--- src/rtl/mdu_ctrl_if.sv ---
// Pipeline <-> mul/div controller bundle.
// master = pipeline/unit side, slave = mdu_ctrl.
interface mdu_ctrl_if;
    logic        flushE;
    logic        flush_exceptionM;
    logic        stallM;
    logic        op_valid;
    logic [1:0]  op_code;
    logic [31:0] src_a;
    logic [31:0] src_b;
    logic [63:0] mul_result;
    logic [63:0] div_result;
    logic        div_done;
    logic        mul_ce;
    logic        mul_sign;
    logic        div_start;
    logic        div_sign;
    logic        div_abort;
    logic        stallE;
    logic        res_valid;
    logic [63:0] result;

    modport master (
        output flushE, flush_exceptionM, stallM, op_valid,
        output op_code, src_a, src_b,
        output mul_result, div_result, div_done,
        input  mul_ce, mul_sign, div_start, div_sign, div_abort,
        input  stallE, res_valid, result
    );

    modport slave (
        input  flushE, flush_exceptionM, stallM, op_valid,
        input  op_code, src_a, src_b,
        input  mul_result, div_result, div_done,
        output mul_ce, mul_sign, div_start, div_sign, div_abort,
        output stallE, res_valid, result
    );
endinterface

--- src/rtl/mdu_ctrl.sv ---
// Mul/div sequencing controller for the EX stage.
// Optional macro MDU_DIVZERO_FAST_EN: divide-by-zero bypasses the divider.
module mdu_ctrl #(
    parameter int unsigned MUL_LAT = 9
) (
    input logic       clk,
    input logic       rst,
    mdu_ctrl_if.slave bus
);

    typedef enum logic [1:0] {IDLE, MUL, DIV, DONE} state_t;

`ifdef MDU_DIVZERO_FAST_EN
    localparam bit DZ_FAST = 1'b1;
`else
    localparam bit DZ_FAST = 1'b0;
`endif

    localparam logic [3:0] CNT_LAST = 4'(MUL_LAT - 1);

    state_t      state_q, state_d;
    logic [3:0]  cnt_q, cnt_d;
    logic [63:0] result_q, result_d;
    logic        mul_ce, div_start, div_abort;
    logic        issue, is_div, fast_zero, kill;

    assign issue     = bus.op_valid & ~bus.flushE;
    assign is_div    = bus.op_code[1];
    assign fast_zero = DZ_FAST & (bus.src_b == 32'h0);
    // Flush or the op vanishing from EX both abandon the operation.
    assign kill      = bus.flushE | ~bus.op_valid;

    // State, counter and result registers.
    always_ff @(posedge clk or negedge rst) begin
        if (!rst) begin
            state_q  <= IDLE;
            cnt_q    <= 4'd0;
            result_q <= 64'h0;
        end else begin
            state_q  <= state_d;
            cnt_q    <= cnt_d;
            result_q <= result_d;
        end
    end

    // Next-state and unit-control decode.
    always_comb begin
        state_d   = state_q;
        cnt_d     = cnt_q;
        result_d  = result_q;
        mul_ce    = 1'b0;
        div_start = 1'b0;
        div_abort = 1'b0;
        unique case (state_q)
            IDLE: begin
                cnt_d = 4'd0;
                if (issue) begin
                    if (!is_div) begin
                        mul_ce  = 1'b1;
                        cnt_d   = 4'd1;
                        state_d = MUL;
                    end else if (fast_zero) begin
                        result_d = {bus.src_a, 32'hFFFF_FFFF};
                        state_d  = DONE;
                    end else begin
                        div_start = 1'b1;
                        state_d   = DIV;
                    end
                end
            end
            MUL: begin
                if (kill) begin
                    cnt_d   = 4'd0;
                    state_d = IDLE;
                end else begin
                    mul_ce = 1'b1;
                    cnt_d  = cnt_q + 4'd1;
                    if (cnt_q == CNT_LAST) begin
                        result_d = bus.mul_result;
                        cnt_d    = 4'd0;
                        state_d  = DONE;
                    end
                end
            end
            DIV: begin
                if (kill) begin
                    div_abort = 1'b1;
                    state_d   = IDLE;
                end else if (bus.div_done) begin
                    result_d = bus.div_result;
                    state_d  = DONE;
                end
            end
            DONE: begin
                cnt_d = 4'd0;
                if (bus.flushE || !bus.stallM) begin
                    state_d = IDLE;
                end
            end
            default: begin
                cnt_d   = 4'd0;
                state_d = IDLE;
            end
        endcase
    end

    // Unit controls are forced low while reset is held.
    assign bus.mul_ce    = rst & mul_ce;
    assign bus.div_start = rst & div_start;
    assign bus.div_abort = rst & div_abort;
    assign bus.mul_sign  = rst & ~bus.op_code[1] & ~bus.op_code[0];
    assign bus.div_sign  = rst & bus.op_code[1] & ~bus.op_code[0];

    assign bus.stallE    = bus.op_valid & (state_q != DONE)
                         & ~bus.flush_exceptionM;
    assign bus.res_valid = (state_q == DONE);
    assign bus.result    = result_q;

endmodule
--- src/flat_wrapper.sv ---
// flat-port wrapper written by rule: the top's interface ports become plain ports
module mdu_ctrl_flat 
#(
    parameter int unsigned MUL_LAT = 9
)
  (clk, rst, bus_flushE, bus_flush_exceptionM, bus_stallM, bus_op_valid, bus_op_code, bus_src_a, bus_src_b, bus_mul_result, bus_div_result, bus_div_done, bus_mul_ce, bus_mul_sign, bus_div_start, bus_div_sign, bus_div_abort, bus_stallE, bus_res_valid, bus_result);
  mdu_ctrl_if bus_i ();
  input logic clk;
  input logic rst;
  input wire logic [$bits(bus_i.flushE)-1:0] bus_flushE;
  input wire logic [$bits(bus_i.flush_exceptionM)-1:0] bus_flush_exceptionM;
  input wire logic [$bits(bus_i.stallM)-1:0] bus_stallM;
  input wire logic [$bits(bus_i.op_valid)-1:0] bus_op_valid;
  input wire logic [$bits(bus_i.op_code)-1:0] bus_op_code;
  input wire logic [$bits(bus_i.src_a)-1:0] bus_src_a;
  input wire logic [$bits(bus_i.src_b)-1:0] bus_src_b;
  input wire logic [$bits(bus_i.mul_result)-1:0] bus_mul_result;
  input wire logic [$bits(bus_i.div_result)-1:0] bus_div_result;
  input wire logic [$bits(bus_i.div_done)-1:0] bus_div_done;
  output wire logic [$bits(bus_i.mul_ce)-1:0] bus_mul_ce;
  output wire logic [$bits(bus_i.mul_sign)-1:0] bus_mul_sign;
  output wire logic [$bits(bus_i.div_start)-1:0] bus_div_start;
  output wire logic [$bits(bus_i.div_sign)-1:0] bus_div_sign;
  output wire logic [$bits(bus_i.div_abort)-1:0] bus_div_abort;
  output wire logic [$bits(bus_i.stallE)-1:0] bus_stallE;
  output wire logic [$bits(bus_i.res_valid)-1:0] bus_res_valid;
  output wire logic [$bits(bus_i.result)-1:0] bus_result;
  assign bus_i.flushE = bus_flushE;
  assign bus_i.flush_exceptionM = bus_flush_exceptionM;
  assign bus_i.stallM = bus_stallM;
  assign bus_i.op_valid = bus_op_valid;
  assign bus_i.op_code = bus_op_code;
  assign bus_i.src_a = bus_src_a;
  assign bus_i.src_b = bus_src_b;
  assign bus_i.mul_result = bus_mul_result;
  assign bus_i.div_result = bus_div_result;
  assign bus_i.div_done = bus_div_done;
  assign bus_mul_ce = bus_i.mul_ce;
  assign bus_mul_sign = bus_i.mul_sign;
  assign bus_div_start = bus_i.div_start;
  assign bus_div_sign = bus_i.div_sign;
  assign bus_div_abort = bus_i.div_abort;
  assign bus_stallE = bus_i.stallE;
  assign bus_res_valid = bus_i.res_valid;
  assign bus_result = bus_i.result;
  mdu_ctrl #(.MUL_LAT(MUL_LAT)) u_core (.clk(clk), .rst(rst), .bus(bus_i));
endmodule
--- config.mk ---
export PLATFORM = sky130hd
export DESIGN_NAME = mdu_ctrl_flat
export DESIGN_NICKNAME = d
export VERILOG_FILES = /design/src/rtl/mdu_ctrl_if.sv /design/src/rtl/mdu_ctrl.sv /design/src/flat_wrapper.sv
export SDC_FILE = /design/constraint.sdc
export NUM_CORES = 1
export LEC_CHECK = 0
export CORE_ASPECT_RATIO = 1.5
export CORE_UTILIZATION = 31
export CTS_BUF_LIST = sky130_fd_sc_hd__clkbuf_4 sky130_fd_sc_hd__clkbuf_8
export DETAILED_ROUTE_END_ITERATION = 7
export GPL_ROUTABILITY_DRIVEN = 0
export GPL_TIMING_DRIVEN = 1
export PLACE_DENSITY = 0.79
export SYNTH_ARGS = -nofsm -noshare
export SYNTH_HDL_FRONTEND = slang
export SYNTH_SLANG_ARGS = --single-unit
--- constraint.sdc ---
create_clock -name clk -period 2 [get_ports clk]
set_input_delay 0.6 -clock clk [delete_from_list [all_inputs] [get_ports clk]]
set_output_delay 0.6 -clock clk [all_outputs]
set_load 0.01 [all_outputs]
==> run_summary.xml, run 1 <==
<?xml version="1.0" encoding="UTF-8"?>
<metrics>
  <group name="run_status">
    <metric name="status" unit="">finished with violations</metric>
    <metric name="failing_checks" unit="">setup timing</metric>
  </group>
  <group name="final_layout">
    <metric name="area_delta_synth_final" unit="%">77.9</metric>
    <metric name="layout.cells.non_filler" unit="">715</metric>
    <metric name="final_net_count" unit="">775</metric>
    <metric name="final_util" unit="">0.576</metric>
    <metric name="post_route_cells_drive_above_1_share" unit="">0.116</metric>
    <metric name="postLayoutCellArea" unit="um^2">6160</metric>
  </group>
  <group name="clock_network">
    <metric name="clkSlewWorstSetupHoldPaths" unit="ns">0.08</metric>
    <metric name="ctsRootBufferMaster" unit="">sky130_fd_sc_hd__clkbuf_8</metric>
    <metric name="cts_htree_levels" unit="">3</metric>
    <metric name="number_of_cts_inserted_buffers" unit="">9</metric>
    <metric name="clock_insertion_delay_worst_skew" unit="ns">0.36</metric>
    <metric name="cts_tree" unit="">done</metric>
    <metric name="max-clock-path-buffers" unit="">2</metric>
    <metric name="number_of_sinks_handled_by_clock_tree_synthesis" unit="">70</metric>
  </group>
  <group name="detailed_routing">
    <metric name="wirelength" unit="mm">11.2</metric>
    <metric name="first_iter_violations" unit="">115</metric>
    <metric name="post-route-drc-count" unit="">0</metric>
    <metric name="route.vias.total" unit="">3363</metric>
    <metric name="antenna_left" unit="">0</metric>
    <metric name="drt_pre_antenna_iters" unit="">4</metric>
    <metric name="detail_route.vias_per_cell" unit="">4.70</metric>
    <metric name="routed_wire_length_per_instance" unit="um">15.6</metric>
  </group>
  <group name="placement">
    <metric name="dp_cells" unit="">689</metric>
    <metric name="dpl_cell_area" unit="um^2">5790</metric>
    <metric name="place_worst_setup_slack" unit="ns">-0.568</metric>
    <metric name="post_dp_hpwl" unit="mm">8.15</metric>
    <metric name="placement.io_buffers" unit="">207</metric>
  </group>
  <group name="floorplan">
    <metric name="die_w" unit="um">88.3</metric>
    <metric name="die_height" unit="um">131</metric>
    <metric name="placementRows" unit="">46</metric>
    <metric name="design.portCount" unit="">272</metric>
    <metric name="initial_utilization" unit="">0.324</metric>
    <metric name="core_region_area" unit="um^2">10700</metric>
    <metric name="die_area" unit="um^2">11600</metric>
  </group>
  <group name="timing">
    <metric name="max_freq" unit="MHz">500</metric>
    <metric name="setup_viol_count_final" unit="">1</metric>
    <metric name="tightest_slew" unit="ns">0.505</metric>
    <metric name="max-slew-margin-rel" unit="">0.663</metric>
    <metric name="minimum_period_implied_by_the_final_worst_setup_slack" unit="ns">2.00</metric>
    <metric name="rsz0062_at_grt" unit="">true</metric>
    <metric name="fin_tns_setup" unit="ns">-0.000958</metric>
    <metric name="hold_ws" unit="ns">0.322</metric>
    <metric name="layout_setup_ws" unit="ns">-0.000958</metric>
    <metric name="timing.final.hold_violations" unit="">0</metric>
    <metric name="clock-skew-final" unit="ns">0.0122</metric>
    <metric name="final_clock_period_utilization_by_the_worst_path" unit="">1.00</metric>
    <metric name="slew_viol_final" unit="">0</metric>
  </group>
  <group name="worst_setup_path">
    <metric name="worst_setup_path_start_kind" unit="">flop</metric>
    <metric name="crit_fanout" unit="">3</metric>
    <metric name="classification_of_the_worst_setup_path" unit="">reg -&gt; out</metric>
    <metric name="worst-endpoint-required" unit="ns">1.40</metric>
    <metric name="worst_setup_path_end_kind" unit="">output port</metric>
    <metric name="critical_path_arrival" unit="ns">1.40</metric>
  </group>
  <group name="synthesis">
    <metric name="yosys.area.top_type" unit="">sky130_fd_sc_hd__dfrtp_1</metric>
    <metric name="mappedNetlistArea" unit="um^2">3460</metric>
    <metric name="syn_area_per_cell" unit="um^2">10.2</metric>
    <metric name="synth_nets" unit="">549</metric>
    <metric name="yosys.area.top_type_share" unit="">0.506</metric>
    <metric name="yosysSeqAreaShare" unit="">0.506</metric>
    <metric name="synth_cell_type_count" unit="">26</metric>
    <metric name="synth_top_cells_by_area" unit="">sky130_fd_sc_hd__dfrtp_1 (51%), sky130_fd_sc_hd__mux2i_1 (19%), sky130_fd_sc_hd__a21oi_1 (9.7%)</metric>
    <metric name="count_of_state_elements_after_synthesis" unit="">70</metric>
    <metric name="synth_cells" unit="">340</metric>
    <metric name="ys_warn_count" unit="">0</metric>
  </group>
  <group name="hold_path">
    <metric name="hp-class" unit="">in -&gt; async</metric>
  </group>
  <group name="grt">
    <metric name="grt_start_max_net_pins" unit="">55</metric>
    <metric name="first_global_vias" unit="">3590</metric>
    <metric name="grt_antenna_before_repair" unit="">1</metric>
    <metric name="grt_pass1_wl" unit="mm">17.0</metric>
    <metric name="grt_overflow" unit="">0</metric>
    <metric name="groute.usage.overall" unit="">0.192</metric>
  </group>
  <group name="power">
    <metric name="p_per_area" unit="nW/um^2">1300</metric>
    <metric name="pwr-share-seq" unit="">0.307</metric>
    <metric name="netSwitchingFraction" unit="">0.365</metric>
    <metric name="static-leakage-power" unit="nW">2.53</metric>
    <metric name="power.internal" unit="mW">5.09</metric>
    <metric name="combinational_power_share" unit="">0.570</metric>
    <metric name="worst_ir_drop_vdd" unit="mV">0.772</metric>
    <metric name="portion_of_total_power_attributed_to_the_clock_network" unit="">0.123</metric>
    <metric name="finalPower" unit="mW">8.01</metric>
    <metric name="p_sw" unit="mW">2.93</metric>
  </group>
  <group name="run">
    <metric name="maxCapViolCount" unit="">0</metric>
  </group>
</metrics>
power groups by stage:
| stage | clock, mW | combinational (mW) | sequential [mW] |
|---|---|---|---|
| finish | 0.985 | 4.57 | 2.46 |
| floorplan | 0 | 1.78 | 2.78 |
| global placement | 0 | 4.20 | 2.46 |
| detailed placement | 0 | 4.31 | 2.50 |
| global route | 1.09 | 4.94 | 2.56 |
| CTS | 1.02 | 4.48 | 2.47 |
routing by layer:
| metal | track usage | routed length [um] | vias up |
|---|---|---|---|
| met5 | 0 | 0 | - |
| met4 | 0.116 | 441 | 0 |
| met3 | 0.0459 | 729 | 26 |
| met2 | 0.355 | 6180 | 135 |
| met1 | 0.182 | 3830 | 1569 |
| li1 | - | - | 1633 |
layout by cell type, fill, tap and decap left out, types with 3 or more instances in the layout:
cell type                         synthesis  layout
sky130_fd_sc_hd__dlygate4sd2_1            0       4
sky130_fd_sc_hd__clkbuf_16                0       3
sky130_fd_sc_hd__a21oi_1                 67      66
sky130_fd_sc_hd__buf_2                   15       5
sky130_fd_sc_hd__nand2_1                  8       8
sky130_fd_sc_hd__dfrtp_1                 70      69
sky130_fd_sc_hd__ha_1                     8       4
sky130_fd_sc_hd__clkbuf_8                 0       9
sky130_fd_sc_hd__clkinv_2                 0       3
sky130_fd_sc_hd__inv_1                    6       4
sky130_fd_sc_hd__buf_4                    7      22
sky130_fd_sc_hd__mux2i_1                 65      64
sky130_fd_sc_hd__nand3_1                  4       4
sky130_fd_sc_hd__clkdlybuf4s50_1          0     194
sky130_fd_sc_hd__nor2_1                  67      67
sky130_fd_sc_hd__buf_16                   0       3
cell type report:
cell class,instances,area [um^2]
diodes,1,2.50
well taps,144,180
multi-input cells,242,1630
clock buffers,9,124
repair buffers,237,2410
fillers,941,4540
flip-flops and latches,70,1750
inverters,6,22.5
clock inverters,6,40.0
Yosys cell counts, drive strengths merged:
master and number:
buf 22, o31ai 1, ha 8, inv 6, o2bb2ai 1, a21oi 67
nor2 67, nand3 4, nor2b 1, a211oi 1, nand2 8, and3 1
o21bai 1, dfrtp 70, a21o 1, a311oi 2, nor4b 1, nand3b 2
a41oi 2, nor3 1, o21ai 2, nand2b 2, mux2i 65, o32a 1
nor3b 3
kinds of logic after synthesis:
kind of cell / Yosys count / share of synthesized area
buf+inv: 28 / 0.0433
mux: 65 / 0.188
compound gates: 79 / 0.125
simple gates: 90 / 0.109
flops: 70 / 0.506
fa+ha+maj: 8 / 0.0289
state kept, by name, summed over array words and instances (netlist names):
register and cells:
u_core.bus.result 64, u_core.cnt_q 4, u_core.state_q 2
final timing paths:
kind,start,to,cells after the start,slack [ns]
max,u_core.state_q[1]$_DFFE_PN0P_,bus_res_valid,3,-0.001
max reg2reg,u_core.state_q[1]$_DFFE_PN0P_,u_core.bus.result[23]$_DFFE_PN0P_,9,0.10
max in group asynchronous,rst,u_core.state_q[1]$_DFFE_PN0P_,3,0.78
min in group clk,u_core.bus.result[37]$_DFFE_PN0P_,u_core.bus.result[37]$_DFFE_PN0P_,2,0.53
min reg2reg,u_core.bus.result[37]$_DFFE_PN0P_,u_core.bus.result[37]$_DFFE_PN0P_,2,0.53
min,rst,u_core.bus.result[36]$_DFFE_PN0P_,2,0.32
worst max-delay path, cell delays in order (launching register included):
cell and delay, ns:
sky130_fd_sc_hd__dfrtp_2 0.44, sky130_fd_sc_hd__ha_2 0.20, sky130_fd_sc_hd__buf_4 0.14, sky130_fd_sc_hd__dlygate4sd2_1 0.28
repair_timing:
item	CTS	global route
gates resized for setup	39	7
cloned	1	3
buffers inserted	5	1
setup endpoints to repair	9	70
hold buffers	0	0
pin swaps	2	2
No activity file was read; power rests on OpenSTA's default activity.
==> inputs of run 2 (changes only) <==
Settings changed: RECOVER_POWER from default to 100, REMOVE_ABC_BUFFERS from default to 1.
==> run 2 against run 1 <==
The run now ends clean. Highest routed layer unchanged. Worst setup slack gained 0.028 ns. First-iteration DRC count decreased by 29%. Fmax increased by 1.4%. Die area unchanged. Clock-buffer cell count increased by 1. Register-to-register slack got worse by 0.04 ns.
==> run_summary.xml, run 2 (synthesized netlist as in run 1, its figures left out) <==
<?xml version="1.0" encoding="UTF-8"?>
<metrics>
  <group name="grt">
    <metric name="grt_overflow" unit="">0</metric>
    <metric name="first_global_vias" unit="">3528</metric>
    <metric name="grt_antenna_before_repair" unit="">0</metric>
    <metric name="grt_start_max_net_pins" unit="">69</metric>
    <metric name="groute.usage.overall" unit="">0.187</metric>
    <metric name="grt_pass1_wl" unit="mm">16.5</metric>
  </group>
  <group name="detailed_routing">
    <metric name="route.vias.total" unit="">3321</metric>
    <metric name="antenna_left" unit="">0</metric>
    <metric name="drt_pre_antenna_iters" unit="">4</metric>
    <metric name="wirelength" unit="mm">10.5</metric>
    <metric name="post-route-drc-count" unit="">0</metric>
    <metric name="detail_route.vias_per_cell" unit="">4.67</metric>
    <metric name="first_iter_violations" unit="">82</metric>
    <metric name="routed_wire_length_per_instance" unit="um">14.8</metric>
  </group>
  <group name="placement">
    <metric name="post_dp_hpwl" unit="mm">8.12</metric>
    <metric name="placement.io_buffers" unit="">207</metric>
    <metric name="dpl_cell_area" unit="um^2">5800</metric>
  </group>
  <group name="clock_network">
    <metric name="number_of_sinks_handled_by_clock_tree_synthesis" unit="">70</metric>
    <metric name="ctsRootBufferMaster" unit="">sky130_fd_sc_hd__clkbuf_8</metric>
    <metric name="clkSlewWorstSetupHoldPaths" unit="ns">0.07</metric>
    <metric name="clock_insertion_delay_worst_skew" unit="ns">0.35</metric>
    <metric name="max-clock-path-buffers" unit="">2</metric>
    <metric name="cts_tree" unit="">done</metric>
    <metric name="cts_htree_levels" unit="">3</metric>
    <metric name="number_of_cts_inserted_buffers" unit="">9</metric>
  </group>
  <group name="final_layout">
    <metric name="multi_input_comb_area" unit="um^2">1620</metric>
    <metric name="seq_area" unit="um^2">1750</metric>
    <metric name="flip_flop_count_of_the_largest_register_all_copies_and_words_added" unit="">64</metric>
    <metric name="area_delta_synth_final" unit="%">74.4</metric>
    <metric name="antenna_diode_count" unit="">0</metric>
    <metric name="post_route_cells_drive_above_1_share" unit="">0.0970</metric>
    <metric name="layout_common_cells" unit="">sky130_fd_sc_hd__clkdlybuf4s50_1 (159), sky130_fd_sc_hd__dfrtp_1 (70), sky130_fd_sc_hd__nor2_1 (67)</metric>
    <metric name="final_net_count" unit="">771</metric>
    <metric name="postLayoutCellArea" unit="um^2">6040</metric>
    <metric name="num-fill-cells" unit="">984</metric>
    <metric name="final_common_cell" unit="">sky130_fd_sc_hd__clkdlybuf4s50_1</metric>
  </group>
  <group name="timing">
    <metric name="minimum_period_implied_by_the_final_worst_setup_slack" unit="ns">1.97</metric>
    <metric name="slew_viol_final" unit="">0</metric>
    <metric name="clock-skew-final" unit="ns">0.0105</metric>
    <metric name="max_freq" unit="MHz">507</metric>
    <metric name="final_clock_period_utilization_by_the_worst_path" unit="">0.986</metric>
    <metric name="rsz0062_at_grt" unit="">true</metric>
    <metric name="timing.final.hold_violations" unit="">0</metric>
    <metric name="setup_viol_count_final" unit="">0</metric>
    <metric name="max-slew-margin-rel" unit="">0.218</metric>
    <metric name="tightest_slew" unit="ns">1.17</metric>
  </group>
  <group name="floorplan">
    <metric name="initial_utilization" unit="">0.324</metric>
    <metric name="placementRows" unit="">46</metric>
    <metric name="core_region_area" unit="um^2">10700</metric>
    <metric name="die_height" unit="um">131</metric>
    <metric name="design.portCount" unit="">272</metric>
    <metric name="die_area" unit="um^2">11600</metric>
    <metric name="die_w" unit="um">88.3</metric>
  </group>
  <group name="worst_setup_path">
    <metric name="crit_path_cell_trace" unit="">clkdlybuf4s50_1 &gt; nor3b_1 &gt; buf_2</metric>
    <metric name="critical_path.reg2reg.endpoint" unit="">u_core.bus.result[50]$_DFFE_PN0P_</metric>
    <metric name="cp_top_family" unit="">buffers and inverters</metric>
    <metric name="worst-endpoint-required" unit="ns">1.40</metric>
    <metric name="slowest_stage_delay_on_critical_path" unit="ns">0.44</metric>
    <metric name="cp_num_buf_inv" unit="">2</metric>
    <metric name="worst_setup_path_end_kind" unit="">output port</metric>
    <metric name="critical_path.reg2reg.startpoint" unit="">u_core.state_q[1]$_DFFE_PN0P_</metric>
    <metric name="rr_worst_depth" unit="">9</metric>
    <metric name="critical_path_arrival" unit="ns">1.37</metric>
    <metric name="cpMaxStageDelayCell" unit="">sky130_fd_sc_hd__clkdlybuf4s50_1</metric>
    <metric name="setup.reg_to_reg.worst_slack" unit="ns">0.06</metric>
    <metric name="crit_fanout" unit="">2</metric>
    <metric name="classification_of_the_worst_setup_path" unit="">in -&gt; out</metric>
    <metric name="worst_setup_path_start_kind" unit="">primary input</metric>
  </group>
  <group name="power">
    <metric name="finalPower" unit="mW">7.92</metric>
    <metric name="worst_ir_drop_vdd" unit="mV">0.741</metric>
    <metric name="static-leakage-power" unit="nW">2.45</metric>
    <metric name="p_per_area" unit="nW/um^2">1310</metric>
  </group>
  <group name="run">
    <metric name="maxCapViolCount" unit="">0</metric>
  </group>
  <group name="run_status">
    <metric name="status" unit="">complete, no violations</metric>
  </group>
  <group name="hold_path">
    <metric name="hp-class" unit="">in -&gt; async</metric>
  </group>
</metrics>
## run 2: changes by cell type in the layout (fill, tap and decap cells not counted), moves of 2 or more
cell,before,now
sky130_fd_sc_hd__clkbuf_16,3,1
sky130_fd_sc_hd__buf_16,3,0
sky130_fd_sc_hd__dlygate4sd3_1,0,37
sky130_fd_sc_hd__dlymetal6s2s_1,2,0
sky130_fd_sc_hd__clkbuf_1,0,5
sky130_fd_sc_hd__clkdlybuf4s50_1,194,159
sky130_fd_sc_hd__clkbuf_2,0,3
sky130_fd_sc_hd__clkinv_4,2,0
sky130_fd_sc_hd__nor3b_2,2,0
sky130_fd_sc_hd__bufinv_16,0,2
sky130_fd_sc_hd__nor3b_1,1,3
sky130_fd_sc_hd__buf_4,22,18
## run 2: layer usage
metal	wire length (um)	global-route usage	up-vias
li1	-	-	1629
met1	3560	0.177	1567
met2	6130	0.357	103
met3	527	0.0515	22
met4	280	0.0815	0
met5	0	0	-
## run 2: worst reg2reg max path, cell delays in order, from the launching register on
cell                       delay, ns
sky130_fd_sc_hd__dfrtp_1        0.41
sky130_fd_sc_hd__clkbuf_1       0.15
sky130_fd_sc_hd__ha_4           0.17
sky130_fd_sc_hd__buf_4          0.13
sky130_fd_sc_hd__mux2i_1        0.14
sky130_fd_sc_hd__a211oi_4       0.25
sky130_fd_sc_hd__buf_4          0.17
sky130_fd_sc_hd__buf_8          0.20
sky130_fd_sc_hd__nor2_1         0.10
sky130_fd_sc_hd__a21oi_2        0.14
## run 2: how the worst max path moves through the flow
stage	from	endpoint	slack [ns]	cells past startpoint
floorplan	u_core.state_q[0]$_DFFE_PN0P_	u_core.bus.result[0]$_DFFE_PN0P_	-5.33	5
global placement	bus_op_code[1]	bus_mul_ce	-0.58	5
detailed placement	bus_op_code[1]	bus_mul_ce	-0.57	5
CTS	u_core.state_q[0]$_DFFE_PN0P_	bus_res_valid	0.002	3
global route	u_core.state_q[0]$_DFFE_PN0P_	bus_mul_ce	-0.07	5
finish	bus_op_code[0]	bus_mul_sign	0.03	3
## run 2: report_power, final
part | internal, mW | total (mW) | switching (mW)
logic | 2.25 | 4.21 | 1.97
clock network | 0.731 | 1.26 | 0.532
registers | 2.09 | 2.45 | 0.351
## run 2: timing repair
action                     4_1_cts  5_1_grt
gates resized for setup         37        3
pin swaps                        0        1
setup buffers                    1        2
setup endpoints to repair        7       54
gates cloned                     0        1
hold buffers                     0        0
## run 2: per-stage QoR
stage / hold slack, ns / TNS (ns) / utilization / setup slack, ns / std cells
finish: 0.0795 / 0 / 0.564 / 0.0270 / 711
floorplan: 0.304 / -346.44 / - / -5.33 / 318
global route: 0.0580 / -0.922 / 0.564 / -0.0722 / 711
detailed placement: 0.443 / -17.75 / 0.541 / -0.569 / 691
global placement: 0.443 / -15.16 / 0.541 / -0.579 / 691
CTS: 0.0588 / 0 / 0.564 / 0.00156 / 708
## run 2: final cells by class
type	count	share of cell area
clock buffer	10	0.0228
clock inverter	6	0.0141
inverter	6	0.00373
multi-input combinational	242	0.268
sequential	70	0.290
tap	144	0.0298
timing repair buffer	233	0.372
